`src/rtl/io_pkg.sv`:
```
// Shared definitions for the memory-mapped IO responder: word-select bits,
// UART status bit positions and the serializer state encoding.
package io_pkg;

    localparam int unsigned IO_LEDS_BIT      = 0;
    localparam int unsigned IO_UART_DAT_BIT  = 1;
    localparam int unsigned IO_UART_CTRL_BIT = 2;

    localparam int unsigned IO_TX_ACTIVE_BIT = 8;
    localparam int unsigned IO_BUSY_BIT      = 9;
    localparam int unsigned IO_OVERFLOW_BIT  = 10;

    localparam int unsigned SER_STATE_W = 2;
    localparam logic [SER_STATE_W-1:0] SER_IDLE  = 2'd0;
    localparam logic [SER_STATE_W-1:0] SER_START = 2'd1;
    localparam logic [SER_STATE_W-1:0] SER_DATA  = 2'd2;
    localparam logic [SER_STATE_W-1:0] SER_STOP  = 2'd3;

    // Assemble the UART_CTRL read word from its three status flags.
    function automatic logic [31:0] io_status_word(input logic active,
                                                   input logic busy,
                                                   input logic overflow);
        logic [31:0] w;
        w = '0;
        w[IO_TX_ACTIVE_BIT] = active;
        w[IO_BUSY_BIT]      = busy;
        w[IO_OVERFLOW_BIT]  = overflow;
        return w;
    endfunction

endpackage

```
`src/rtl/uart_tx_serializer.sv`:
```
// 8N1 UART transmit serializer: pops a byte from the queue and shifts it out
// LSB first, each bit DIV cycles long, with back-to-back frames from STOP.
module uart_tx_serializer
    import io_pkg::*;
#(
    parameter int unsigned DIV = 4
) (
    input  logic       clk,
    input  logic       resetn,
    input  logic [7:0] data,
    input  logic       valid,
    output logic       pop,
    output logic       active,
    output logic       txd
);

    localparam int unsigned CNT_W = $clog2(DIV);
    localparam logic [CNT_W-1:0] CNT_LOAD = CNT_W'(DIV - 1);

    logic [SER_STATE_W-1:0] state_q, state_d;
    logic [CNT_W-1:0]       cnt_q, cnt_d;
    logic [2:0]             idx_q, idx_d;
    logic [7:0]             sh_q, sh_d;
    logic                   txd_q, txd_d;
    logic                   cnt_zero;

    assign cnt_zero = (cnt_q == '0);
    assign active   = (state_q != SER_IDLE);
    assign txd      = txd_q;

    always_comb begin
        state_d = state_q;
        cnt_d   = cnt_q;
        idx_d   = idx_q;
        sh_d    = sh_q;
        txd_d   = txd_q;
        pop     = 1'b0;
        case (state_q)
            SER_IDLE: begin
                txd_d = 1'b1;
                if (valid) begin
                    pop     = 1'b1;
                    sh_d    = data;
                    state_d = SER_START;
                    cnt_d   = CNT_LOAD;
                    txd_d   = 1'b0;
                end
            end
            SER_START: begin
                if (cnt_zero) begin
                    state_d = SER_DATA;
                    idx_d   = 3'd0;
                    cnt_d   = CNT_LOAD;
                    txd_d   = sh_q[0];
                end else begin
                    cnt_d = cnt_q - CNT_W'(1);
                end
            end
            SER_DATA: begin
                if (cnt_zero) begin
                    cnt_d = CNT_LOAD;
                    sh_d  = {1'b0, sh_q[7:1]};
                    if (idx_q == 3'd7) begin
                        state_d = SER_STOP;
                        txd_d   = 1'b1;
                    end else begin
                        idx_d = idx_q + 3'd1;
                        txd_d = sh_q[1];
                    end
                end else begin
                    cnt_d = cnt_q - CNT_W'(1);
                end
            end
            SER_STOP: begin
                // A waiting byte starts its frame straight after the stop bit.
                if (cnt_zero) begin
                    if (valid) begin
                        pop     = 1'b1;
                        sh_d    = data;
                        state_d = SER_START;
                        cnt_d   = CNT_LOAD;
                        txd_d   = 1'b0;
                    end else begin
                        state_d = SER_IDLE;
                    end
                end else begin
                    cnt_d = cnt_q - CNT_W'(1);
                end
            end
            default: begin
                state_d = SER_IDLE;
                txd_d   = 1'b1;
            end
        endcase
    end

    always_ff @(posedge clk) begin
        if (!resetn) begin
            state_q <= SER_IDLE;
            cnt_q   <= '0;
            idx_q   <= '0;
            sh_q    <= '0;
            txd_q   <= 1'b1;
        end else begin
            state_q <= state_d;
            cnt_q   <= cnt_d;
            idx_q   <= idx_d;
            sh_q    <= sh_d;
            txd_q   <= txd_d;
        end
    end

endmodule

```
`src/rtl/io_responder.sv`:
```
// Memory-mapped IO responder: LED register plus UART transmit queue/status.
// Define IO_TXFIFO_EN for a 2^FIFO_AW-entry TX FIFO; otherwise a single holding register.
module io_responder
    import io_pkg::*;
#(
    parameter int unsigned CLK_FREQ_HZ = 27000000,
    parameter int unsigned BAUD        = 115200,
    parameter int unsigned FIFO_AW     = 2
) (
    input  logic        clk,
    input  logic        resetn,
    input  logic [31:0] IO_mem_addr,
    input  logic [31:0] IO_mem_wdata,
    input  logic        IO_mem_wr,
    output logic [31:0] IO_mem_rdata,
    output logic [5:0]  LEDS,
    output logic        uart_txd
);

    localparam int unsigned DIV = CLK_FREQ_HZ / BAUD;

    if (DIV < 2) begin : g_div_check
        $error("io_responder: CLK_FREQ_HZ/BAUD must be at least 2");
    end

    logic sel_leds, sel_dat, sel_ctrl;
    logic push_req, push_ok;
    logic q_pop, q_valid, q_full;
    logic [7:0] q_data;
    logic ser_active;
    logic [5:0] leds_q, leds_d;
    logic overflow_q, overflow_d;
    logic unused_ok;

    assign sel_leds = IO_mem_addr[2 + IO_LEDS_BIT];
    assign sel_dat  = IO_mem_addr[2 + IO_UART_DAT_BIT];
    assign sel_ctrl = IO_mem_addr[2 + IO_UART_CTRL_BIT];

    assign unused_ok = ^{IO_mem_addr[31:5], IO_mem_addr[1:0],
                         IO_mem_wdata[31:11], IO_mem_wdata[9:8]};

    // Fullness is judged after a same-cycle pop, so a pop frees room for this write.
    assign push_req = IO_mem_wr & sel_dat;
    assign push_ok  = push_req & (~q_full | q_pop);

`ifdef IO_TXFIFO_EN
    localparam int unsigned DEPTH  = 2 ** FIFO_AW;
    localparam int unsigned QCNT_W = FIFO_AW + 1;

    logic [7:0]         mem_q [DEPTH];
    logic [FIFO_AW-1:0] wptr_q, wptr_d, rptr_q, rptr_d;
    logic [QCNT_W-1:0]  count_q, count_d;

    always_comb begin
        wptr_d  = wptr_q;
        rptr_d  = rptr_q;
        count_d = count_q;
        if (push_ok) wptr_d = wptr_q + FIFO_AW'(1);
        if (q_pop)   rptr_d = rptr_q + FIFO_AW'(1);
        case ({push_ok, q_pop})
            2'b10:   count_d = count_q + QCNT_W'(1);
            2'b01:   count_d = count_q - QCNT_W'(1);
            default: count_d = count_q;
        endcase
    end

    always_ff @(posedge clk) begin
        if (!resetn) begin
            wptr_q  <= '0;
            rptr_q  <= '0;
            count_q <= '0;
        end else begin
            wptr_q  <= wptr_d;
            rptr_q  <= rptr_d;
            count_q <= count_d;
        end
    end

    always_ff @(posedge clk) begin
        if (push_ok) mem_q[wptr_q] <= IO_mem_wdata[7:0];
    end

    assign q_valid = (count_q != '0);
    assign q_full  = (count_q == QCNT_W'(DEPTH));
    assign q_data  = mem_q[rptr_q];
`else
    logic       hold_valid_q, hold_valid_d;
    logic [7:0] hold_data_q, hold_data_d;
    logic       unused_cfg;

    assign unused_cfg = (FIFO_AW == 0);

    always_comb begin
        hold_valid_d = hold_valid_q;
        hold_data_d  = hold_data_q;
        if (q_pop) hold_valid_d = 1'b0;
        if (push_ok) begin
            hold_valid_d = 1'b1;
            hold_data_d  = IO_mem_wdata[7:0];
        end
    end

    always_ff @(posedge clk) begin
        if (!resetn) begin
            hold_valid_q <= 1'b0;
            hold_data_q  <= '0;
        end else begin
            hold_valid_q <= hold_valid_d;
            hold_data_q  <= hold_data_d;
        end
    end

    assign q_valid = hold_valid_q;
    assign q_full  = hold_valid_q;
    assign q_data  = hold_data_q;
`endif

    uart_tx_serializer #(
        .DIV(DIV)
    ) u_ser (
        .clk    (clk),
        .resetn (resetn),
        .data   (q_data),
        .valid  (q_valid),
        .pop    (q_pop),
        .active (ser_active),
        .txd    (uart_txd)
    );

    // A dropped byte sets overflow even if the same write also clears it.
    always_comb begin
        leds_d     = leds_q;
        overflow_d = overflow_q;
        if (IO_mem_wr & sel_leds) leds_d = IO_mem_wdata[5:0];
        if (IO_mem_wr & sel_ctrl & IO_mem_wdata[IO_OVERFLOW_BIT]) overflow_d = 1'b0;
        if (push_req & q_full & ~q_pop) overflow_d = 1'b1;
    end

    always_ff @(posedge clk) begin
        if (!resetn) begin
            leds_q     <= '0;
            overflow_q <= 1'b0;
        end else begin
            leds_q     <= leds_d;
            overflow_q <= overflow_d;
        end
    end

    assign LEDS = leds_q;

    always_comb begin
        IO_mem_rdata = '0;
        if (sel_leds) IO_mem_rdata = IO_mem_rdata | {26'd0, leds_q};
        if (sel_ctrl) IO_mem_rdata = IO_mem_rdata
                                   | io_status_word(q_valid | ser_active, q_full, overflow_q);
    end

endmodule

```
`config.mk`:
```
export PLATFORM = sky130hd
export DESIGN_NAME = io_responder
export DESIGN_NICKNAME = d
export VERILOG_FILES = /design/src/rtl/io_pkg.sv /design/src/rtl/uart_tx_serializer.sv /design/src/rtl/io_responder.sv
export SDC_FILE = /design/constraint.sdc
export NUM_CORES = 1
export LEC_CHECK = 0
export BUFFER_PORTS_ARGS = -buffer_cell sky130_fd_sc_hd__buf_4
export CAP_MARGIN = 20
export CORE_UTILIZATION = 40
export DETAILED_ROUTE_END_ITERATION = 6
export HOLD_SLACK_MARGIN = 0.08
export PLACE_DENSITY = 0.67
export SLEW_MARGIN = 25
export SYNTH_ARGS = -nofsm -noshare
export SYNTH_HDL_FRONTEND = slang
export SYNTH_HIERARCHICAL = 1
export SYNTH_SLANG_ARGS = --single-unit
```
`constraint.sdc`:
```
create_clock -name clk -period 2.93 [get_ports clk]
set_clock_uncertainty 0.2 [all_clocks]
set_input_delay 0.293 -clock clk [delete_from_list [all_inputs] [get_ports clk]]
set_output_delay 0.293 -clock clk [all_outputs]
set_load 0.01 [all_outputs]
```
==> flow_summary_export.csv, run 1 <==
group,metric,value,unit
clocking,cts_tree,"yes",
floorplanning,start_util,0.4149,
drt,wire_per_inst,12.07,um
floorplanning,rows,27,
finish,mostFrequentLayoutCells,"38 x dfxtp_1, 37 x nand2_1, 33 x buf_4",
drt,top_layer_used,"met4",
synthesis,async_flop_share,0,
worst_hold_path,hp-start,"IO_mem_wdata[10]",
synthesis,yosysTopAreaCell,"dfxtp_1",
setup_path,end_kind,"flip-flop",
drt,wl_met1,2109,um
clocking,postCtsSetupRepairBufs,0,
placed_design,post_dp_cell_area,2462,um2
global_route,antenna_found_initial,0,
finish,fin_cells,376,
setup_path,critical_path_class,"reg -> reg",
placed_design,portBuffers,30,
synthesis,synthCells,267,
setup_path,required,2.96,ns
drt,first_pass_iters,4,
drt,wl_met2,2190,um
power_and_ir_drop,power,2.422,mW
flow_run,drv_cap,0,
timing,timing.slew.headroom,0.6544,
synthesis,synth_edf_count,0,
setup_path,start_kind,"flip-flop",
global_route,grt_pass1_wl,7810,um
placed_design,dp.cells,359,
synthesis,seq_area_frac_synth,0.3330,
finish,final_common_cell,"dfxtp_1",
power_and_ir_drop,p_leak,1.114,nW
timing,timing.final.crit_share,0.8969,
finish,drive_gt1_frac,0.1678,
floorplanning,die_w,77.58,um
synthesis,synth.avg_cell_area,8.557,um2
timing,tightestPinTransition,0.5178,ns
timing,period_needed,2.628,ns
timing,slew_violations,0,
placed_design,place_congestion,0.8273,
finish,antennaDiodeCount,0,
setup_path,crit_start,"u_ser/cnt_q[1]",
finish,utilization,0.4894,
synthesis,ys.flop_type,"dfxtp_1",
synthesis,netlist_area,2285,um2
synthesis,synth_area_leaders,"dfxtp_1 33%, buf_4 8.2%, mux2i_1 7.9%, nand2_1 6.1%, ha_1 4.9%",
drt,drc,0,
placed_design,detailed_place_hpwl,3313,um
clocking,root_buffer,"clkbuf_8",
clocking,cts_buffer_depth,2,
worst_hold_path,holdCritPathClass,"in -> reg",
setup_path,cp.arrival,2.66,ns
outcome,status,"finished, final reports clean",
floorplanning,num_io_pins,106,
setup_path,r2r-start,"u_ser/cnt_q[1]",
drt,drtIter0Drc,84,
synthesis,synth_seq_cells,38,
clocking,clk-insertion-delay-late,0.30,ns
synthesis,yosysWarningCount,6,
timing,max_freq,380.5,MHz
floorplanning,fp.coreArea,5507,um2
clocking,htree_levels,2,
global_route,gr-usage-all-layers,0.1591,
drt,vias,1893,
finish,nNetsFinal,379,
timing,setup_viol,0,
timing,finalSetupTns,0,ns
clocking,cts_num_sinks,38,
synthesis,yosysUniqueCellTypes,51,
global_route,grt_overflow,0,
finish,design_area,2695,um2
clocking,numCtsBuffers,5,
timing,hold_viol,0,
clocking,clk_pin_slew_worst_paths,0.08,ns
drt,drtAntennaViolNets,0,
finish,syn_to_final_growth,17.96,%
timing,rsz0062_at_grt,"no",
floorplanning,fp.dieH,77.58,um
global_route,grt_max_degree,38,
power_and_ir_drop,vdd_drop_max,351.5,uV
setup_path,path_max_fanout,8,
synthesis,synth_top_area_frac,0.3330,
finish,nFillCells,533,
power_and_ir_drop,p_per_area,898.5,nW/um2
drt,wirelength,4539,um
global_route,grt_pass1_vias,1762,
drt,viasPerCell,5.035,
drt,wl_met3,179,um
floorplanning,die-area,6018,um2
-- kinds of logic after synthesis --
logic type / Yosys count / share of synthesized area
other: 1 / 0.001641
muxes: 18 / 0.07886
DFF: 38 / 0.3330
xor gates and xnor gates: 2 / 0.007668
buffers and inverters: 43 / 0.1194
adders and majority gates: 9 / 0.04929
AOI/OAI and AO/OA: 60 / 0.1769
and+or+nand+nor: 96 / 0.2333
-- layout make-up --
cell class | instances | area (um2) | area share
Tap cell | 72 | 90.09 | 0.03343
Clock buffer | 6 | 82.58 | 0.03064
Multi-Input combinational cell | 208 | 1334 | 0.4949
Inverter | 8 | 30.03 | 0.01114
Sequential cell | 38 | 760.7 | 0.2823
Timing Repair Buffer | 42 | 337.8 | 0.1253
Clock inverter | 2 | 60.06 | 0.02228
-- state kept, by name, indices dropped and copies added, names as in the netlist --
name,flops
hold_data_q,8
u_ser/cnt_q,8
u_ser/sh_q,8
LEDS,6
u_ser/idx_q,3
u_ser/state_q,2
hold_valid_q,1
overflow_q,1
u_ser/txd,1
-- Yosys cell counts (2+ instances only) --
master    count
a21oi_1      21
o211ai_1      3
ha_1          9
inv_1         8
dfxtp_1      38
nor3_1        6
o21ai_0       8
nand2_1      37
buf_4        25
and2_1        9
o21a_1        2
o32ai_1       2
nand4_1       2
buf_6         2
a21boi_0      5
nor2b_1       3
mux2i_1      18
nand3_1      10
nor2_1       12
a211oi_1      9
clkbuf_1      6
or3_1         3
-- worst paths after layout --
check	slack, ns	cells past startpoint	endpoint
max	0.30	9	hold_data_q[1]
max reg2reg	0.30	9	hold_data_q[1]
min	0.13	4	overflow_q
min reg2reg	0.26	2	u_ser/idx_q[2]
-- per-stage QoR --
stage / setup slack (ns) / hold WS (ns)
final: 0.3020 / 0.1276
after global routing: 0.1571 / 0.1425
after CTS: 0.3020 / 0.1230
after detailed placement: 0.3301 / 0.2495
after global placement: 0.4159 / 0.2444
after floorplan: 0.6473 / 0.2266
-- critical path, stage by stage (launching register included) --
cell	delay, ns
dfxtp_1	0.38
inv_1	0.10
ha_1	0.23
or4b_4	0.54
nor2_4	0.19
a21oi_1	0.10
nor3_1	0.17
and2b_4	0.25
nor2_8	0.21
mux2i_1	0.20
-- per-layer routing --
layer | GRT usage | vias to the layer above
li1 | - | 960
met1 | 0.1869 | 883
met2 | 0.2814 | 45
met3 | 0.03294 | 5
met4 | 0.06038 | 0
met5 | 0 | -
-- repair_timing --
item,CTS,global route
resized for setup,0,0
hold buffers,9,0
setup endpoints to repair,0,0
endpoints found under the hold margin,14,0
-- report_power, final --
| part | switching (mW) | internal (mW) | total (mW) |
|---|---|---|---|
| Clock | 0.195 | 0.363 | 0.558 |
| Combinational | 0.638 | 0.498 | 1.14 |
| Sequential | 0.110 | 0.618 | 0.727 |
No activity file was read; power rests on OpenSTA's default activity.
==> run 2, diff against run 1 <==
--- a/config.mk
+++ b/config.mk
@@ -9,7 +9,7 @@
 export CAP_MARGIN = 20
 export CORE_UTILIZATION = 40
 export DETAILED_ROUTE_END_ITERATION = 6
-export HOLD_SLACK_MARGIN = 0.08
+export HOLD_SLACK_MARGIN = 0.1
 export PLACE_DENSITY = 0.67
 export SLEW_MARGIN = 25
 export SYNTH_ARGS = -nofsm -noshare
==> constraint.sdc (replaced) <==
create_clock -name clk -period 2.93 [get_ports clk]
set_clock_uncertainty 0.2 [all_clocks]
set_input_delay 0.1465 -clock clk [delete_from_list [all_inputs] [get_ports clk]]
set_output_delay 0.1465 -clock clk [all_outputs]
set_load 0.01 [all_outputs]
==> run 2 against run 1 <==
Against the previous run: worst setup slack improved by 0.013 ns; worst hold slack improved by 0.13 ns; non-clock buffer count rose by 18; routed wire length is 7.3% higher; global-route usage increased by 1.1 points; highest routed layer unchanged; critical path depth is the same; combinational power about the same; critical path type unchanged; sequential power about the same; via count increased by 5.1%; final area increased by 6.7%.
==> flow_summary_export.csv, run 2 (synthesis gave the netlist of run 1 again) <==
group,metric,value,unit
outcome,status,"finished, final reports clean",
power_and_ir_drop,p_leak,1.179,nW
clocking,cts_num_sinks,38,
floorplanning,rows,27,
setup_path,cp.arrival,2.64,ns
worst_hold_path,hold_path_end,"hold_data_q[6]",
clocking,clk_pin_slew_worst_paths,0.08,ns
finish,biggestRegsByFlops,"hold_data_q (8), u_ser/cnt_q (8), u_ser/sh_q (8)",
worst_hold_path,whs_path_depth,2,
timing,slew_violations,0,
worst_hold_path,hp-start,"hold_data_q[6]",
floorplanning,num_io_pins,106,
setup_path,required,2.96,ns
setup_path,start_kind,"flip-flop",
timing,setup_viol,0,
global_route,grt_overflow,0,
clocking,htree_levels,2,
clocking,cts_buffer_depth,2,
floorplanning,fp.coreArea,5507,um2
timing,timing.slew.headroom,0.6594,
finish,design_area,2875,um2
finish,fin_cells,394,
drt,vias,1989,
clocking,clk-insertion-delay-late,0.30,ns
finish,regArea,760.7,um2
power_and_ir_drop,p_per_area,850.4,nW/um2
floorplanning,start_util,0.4149,
power_and_ir_drop,vdd_drop_max,336.2,uV
drt,drtAntennaViolNets,0,
placed_design,post_dp_cell_area,2462,um2
floorplanning,die-area,6018,um2
setup_path,r2r_end,"hold_data_q[1]",
finish,nNetsFinal,397,
finish,multiInputGateArea,1334,um2
setup_path,end_kind,"flip-flop",
drt,drtIter0Drc,63,
timing,timing.final.crit_share,0.8926,
clocking,numCtsBuffers,5,
clocking,root_buffer,"clkbuf_8",
global_route,grt_max_degree,38,
timing,rsz0062_at_grt,"no",
timing,tightestPinTransition,0.5102,ns
finish,utilization,0.5222,
clocking,cts_resized,0,
setup_path,reg2reg_slack,0.31,ns
timing,max_freq,382.3,MHz
global_route,antenna_found_initial,0,
placed_design,detailed_place_hpwl,3313,um
clocking,cts_tree,"yes",
timing,period_needed,2.615,ns
drt,first_pass_iters,4,
timing,finalSetupTns,0,ns
finish,mostFrequentLayoutCells,"38 x dfxtp_1, 37 x nand2_1, 33 x buf_4",
placed_design,pre_cts_slack,0.3301,ns
timing,timing.hold.ws,0.2623,ns
drt,wire_per_inst,12.37,um
clocking,cts-hold-fix-buffers,27,
placed_design,place_congestion,0.8273,
setup_path,r2r-start,"u_ser/cnt_q[1]",
timing,layout_setup_ws,0.3146,ns
finish,antennaDiodeCount,0,
finish,drive_gt1_frac,0.1584,
clocking,postCtsSetupRepairBufs,0,
flow_run,drv_cap,0,
floorplanning,die_w,77.58,um
placed_design,portBuffers,30,
power_and_ir_drop,power,2.445,mW
floorplanning,fp.dieH,77.58,um
setup_path,rr_worst_depth,9,
drt,viasPerCell,5.048,
timing,hold_viol,0,
worst_hold_path,holdCritPathClass,"reg -> reg",
global_route,grt_pass1_wl,8307,um
global_route,grt_pass1_vias,1829,
setup_path,path_max_fanout,8,
placed_design,dp.cells,359,
setup_path,critical_path_class,"reg -> reg",
finish,nFillCells,511,
finish,final_common_cell,"dfxtp_1",
drt,wirelength,4872,um
drt,drc,0,
finish,syn_to_final_growth,25.85,%
global_route,gr-usage-all-layers,0.1703,
==> run 2: changes by cell type in the layout (fill, tap and decap cells not counted), sizes merged <==
cell / before / now
dlygate4sd3: 9 / 27
==> run 2: per-layer routing <==
metal,global-route usage,wire length [um]
met4,0.06792,84
met5,0,0
met2,0.3000,2445
met1,0.1971,2135
met3,0.04000,207
==> run 2: area by class of cell <==
type / count / share of cell area
multi-input cells: 208 / 0.4639
repair buffers: 60 / 0.1802
clock inverters: 2 / 0.02089
well taps: 72 / 0.03133
inverters: 8 / 0.01044
flip-flops and latches: 38 / 0.2646
clock buffers: 6 / 0.02872
==> run 2: where the power goes <==
part | switching, mW | internal, mW | total, mW
Combinational | 0.646 | 0.512 | 1.16
Sequential | 0.110 | 0.618 | 0.727
Clock | 0.196 | 0.363 | 0.559
==> run 2: critical path: stages (launching register included) <==
cell and delay (ns):
dfxtp_1 0.37, inv_1 0.10, ha_1 0.23, or4b_4 0.54, nor2_4 0.19, a21oi_1 0.10, nor3_1 0.17, and2b_4 0.25
nor2_8 0.21, mux2i_1 0.20
==> run 2: how the worst max path moves through the flow <==
stage	startpoint	endpoint	cells after the start
3_3_place_gp	u_ser/cnt_q[1]	hold_data_q[2]	9
3_5_place_dp	u_ser/cnt_q[1]	hold_data_q[7]	9
2_1_floorplan	u_ser/cnt_q[0]	hold_data_q[0]	9
5_1_grt	u_ser/cnt_q[1]	hold_data_q[5]	9
6_report	u_ser/cnt_q[1]	hold_data_q[1]	9
4_1_cts	u_ser/cnt_q[1]	hold_data_q[7]	9
==> run 3, diff against run 2 <==
==> constraint.sdc (replaced) <==
create_clock -name clk -period 2.93 [get_ports clk]
set_clock_uncertainty 0.2 [all_clocks]
set_input_delay 0.586 -clock clk [delete_from_list [all_inputs] [get_ports clk]]
set_output_delay 0.586 -clock clk [all_outputs]
set_load 0.01 [all_outputs]
==> run 3 against run 2 <==
Against the previous run: fmax grew 0.12%; sequential power is essentially flat; via count shrank 6.7%; die area is the same.
==> flow_summary_export.csv, run 3 (synthesis gave the netlist of run 1 again) <==
group,metric,value,unit
timing,period_needed,2.612,ns
timing,max_freq,382.8,MHz
drt,first_pass_iters,4,
placed_design,place_congestion,0.8273,
timing,tightestPinTransition,0.5228,ns
outcome,status,"finished, final reports clean",
floorplanning,rows,27,
finish,fin_cells,367,
placed_design,portBuffers,30,
finish,nNetsFinal,370,
worst_hold_path,hold_path_end,"hold_data_q[6]",
setup_path,cp_num_buf_inv,1,
placed_design,pre_cts_slack,0.3301,ns
finish,mostFrequentLayoutCells,"38 x dfxtp_1, 37 x nand2_1, 33 x buf_4",
drt,drtAntennaViolNets,0,
finish,syn_to_final_growth,14.02,%
setup_path,required,2.96,ns
timing,timing.final.crit_share,0.8916,
timing,finalSetupTns,0,ns
clocking,root_buffer,"clkbuf_8",
setup_path,rr_worst_depth,9,
floorplanning,fp.coreArea,5507,um2
drt,wire_per_inst,12.19,um
setup_path,cp.arrival,2.64,ns
timing,rsz0062_at_grt,"no",
floorplanning,die_w,77.58,um
finish,final_common_cell,"dfxtp_1",
worst_hold_path,whs_path_depth,2,
setup_path,r2r-start,"u_ser/cnt_q[1]",
setup_path,slowest_stage,"or4b_4",
drt,drtIter0Drc,62,
power_and_ir_drop,p_leak,1.077,nW
timing,hold_viol,0,
global_route,grt_pass1_vias,1730,
global_route,gr-usage-all-layers,0.1568,
global_route,antenna_found_initial,0,
floorplanning,num_io_pins,106,
global_route,grt_overflow,0,
setup_path,start_kind,"flip-flop",
clocking,cts-hold-fix-buffers,0,
timing,slew_violations,0,
setup_path,critical-path-max-stage-delay,0.54,ns
drt,wirelength,4475,um
global_route,grt_pass1_wl,7700,um
drt,viasPerCell,5.057,
setup_path,crit_chain,"inv_1, ha_1, or4b_4, nor2_4, a21oi_1, nor3_1, and2b_4, nor2_8, mux2i_1",
floorplanning,fp.dieH,77.58,um
placed_design,detailed_place_hpwl,3313,um
global_route,grt_max_degree,38,
setup_path,cpLargestDelayFamily,"simple AND/OR/NAND/NOR gates",
clocking,cts_tree,"yes",
finish,antennaDiodeCount,0,
flow_run,drv_cap,0,
clocking,htree_levels,2,
drt,drc,0,
drt,vias,1856,
setup_path,path_max_fanout,8,
finish,nFillCells,546,
power_and_ir_drop,vdd_drop_max,349.0,uV
clocking,numCtsBuffers,5,
clocking,clk-insertion-delay-late,0.29,ns
worst_hold_path,holdCritPathClass,"reg -> reg",
timing,setup_viol,0,
clocking,postCtsSetupRepairBufs,0,
setup_path,end_kind,"flip-flop",
worst_hold_path,hp-start,"hold_data_q[6]",
finish,biggestRegsByFlops,"hold_data_q (8), u_ser/cnt_q (8), u_ser/sh_q (8)",
floorplanning,die-area,6018,um2
placed_design,dp.cells,359,
clocking,cts_resized,0,
setup_path,reg2reg_slack,0.32,ns
timing,layout_setup_ws,0.3176,ns
finish,drive_gt1_frac,0.1729,
setup_path,r2r_end,"hold_data_q[1]",
timing,timing.slew.headroom,0.6510,
clocking,cts_buffer_depth,2,
floorplanning,start_util,0.4149,
clocking,clk_pin_slew_worst_paths,0.08,ns
setup_path,critical_path_class,"reg -> reg",
power_and_ir_drop,p_per_area,925.6,nW/um2
clocking,cts_num_sinks,38,
[run 3: metrics by stage]
stage | instance area, um2 | hold WS, ns | util | power (mW)
after floorplan | 2367 | 0.2341 | - | 1.636
after global placement | 2462 | 0.2444 | 0.4472 | 1.841
after detailed placement | 2462 | 0.2495 | 0.4472 | 1.867
after CTS | 2605 | 0.2631 | 0.4731 | 2.425
after global routing | 2605 | 0.2851 | 0.4731 | 2.597
final | 2605 | 0.2592 | 0.4731 | 2.411
[run 3: worst min-delay path: stages (launching register included)]
cell,delay [ns]
dfxtp_1,0.31
nand2_1,0.05
mux2i_1,0.05
[run 3: worst max path at each step]
| stage | slack (ns) | cells after the start | from | to |
|---|---|---|---|---|
| 2_1_floorplan | 0.65 | 9 | u_ser/cnt_q[0] | hold_data_q[0] |
| 3_3_place_gp | 0.42 | 9 | u_ser/cnt_q[1] | hold_data_q[2] |
| 3_5_place_dp | 0.33 | 9 | u_ser/cnt_q[1] | hold_data_q[7] |
| 4_1_cts | 0.30 | 9 | u_ser/cnt_q[1] | hold_data_q[7] |
| 5_1_grt | 0.16 | 9 | u_ser/cnt_q[1] | hold_data_q[5] |
| 6_report | 0.32 | 9 | u_ser/cnt_q[1] | hold_data_q[1] |
[run 3: per-layer routing]
layer	global-route usage	vias to the layer above	part of all wire
li1	-	942	-
met1	0.1884	863	0.47
met2	0.2717	46	0.48
met3	0.03294	5	0.038
met4	0.06038	0	0.013
met5	0	-	0
[run 3: final cells by class]
type,count,area [um2],area share
clock inverters,2,60.06,0.02305
flip-flops and latches,38,760.7,0.2920
repair buffers,33,247.7,0.09510
clock buffers,6,82.58,0.03170
multi-input cells,208,1334,0.5120
well taps,72,90.09,0.03458
inverters,8,30.03,0.01153
[run 3: power breakdown]
part           switching [mW]  leakage [nW]  internal, mW
combinational           0.636         0.695         0.490
sequential              0.110         0.310         0.618
clock                   0.194        0.0714         0.363
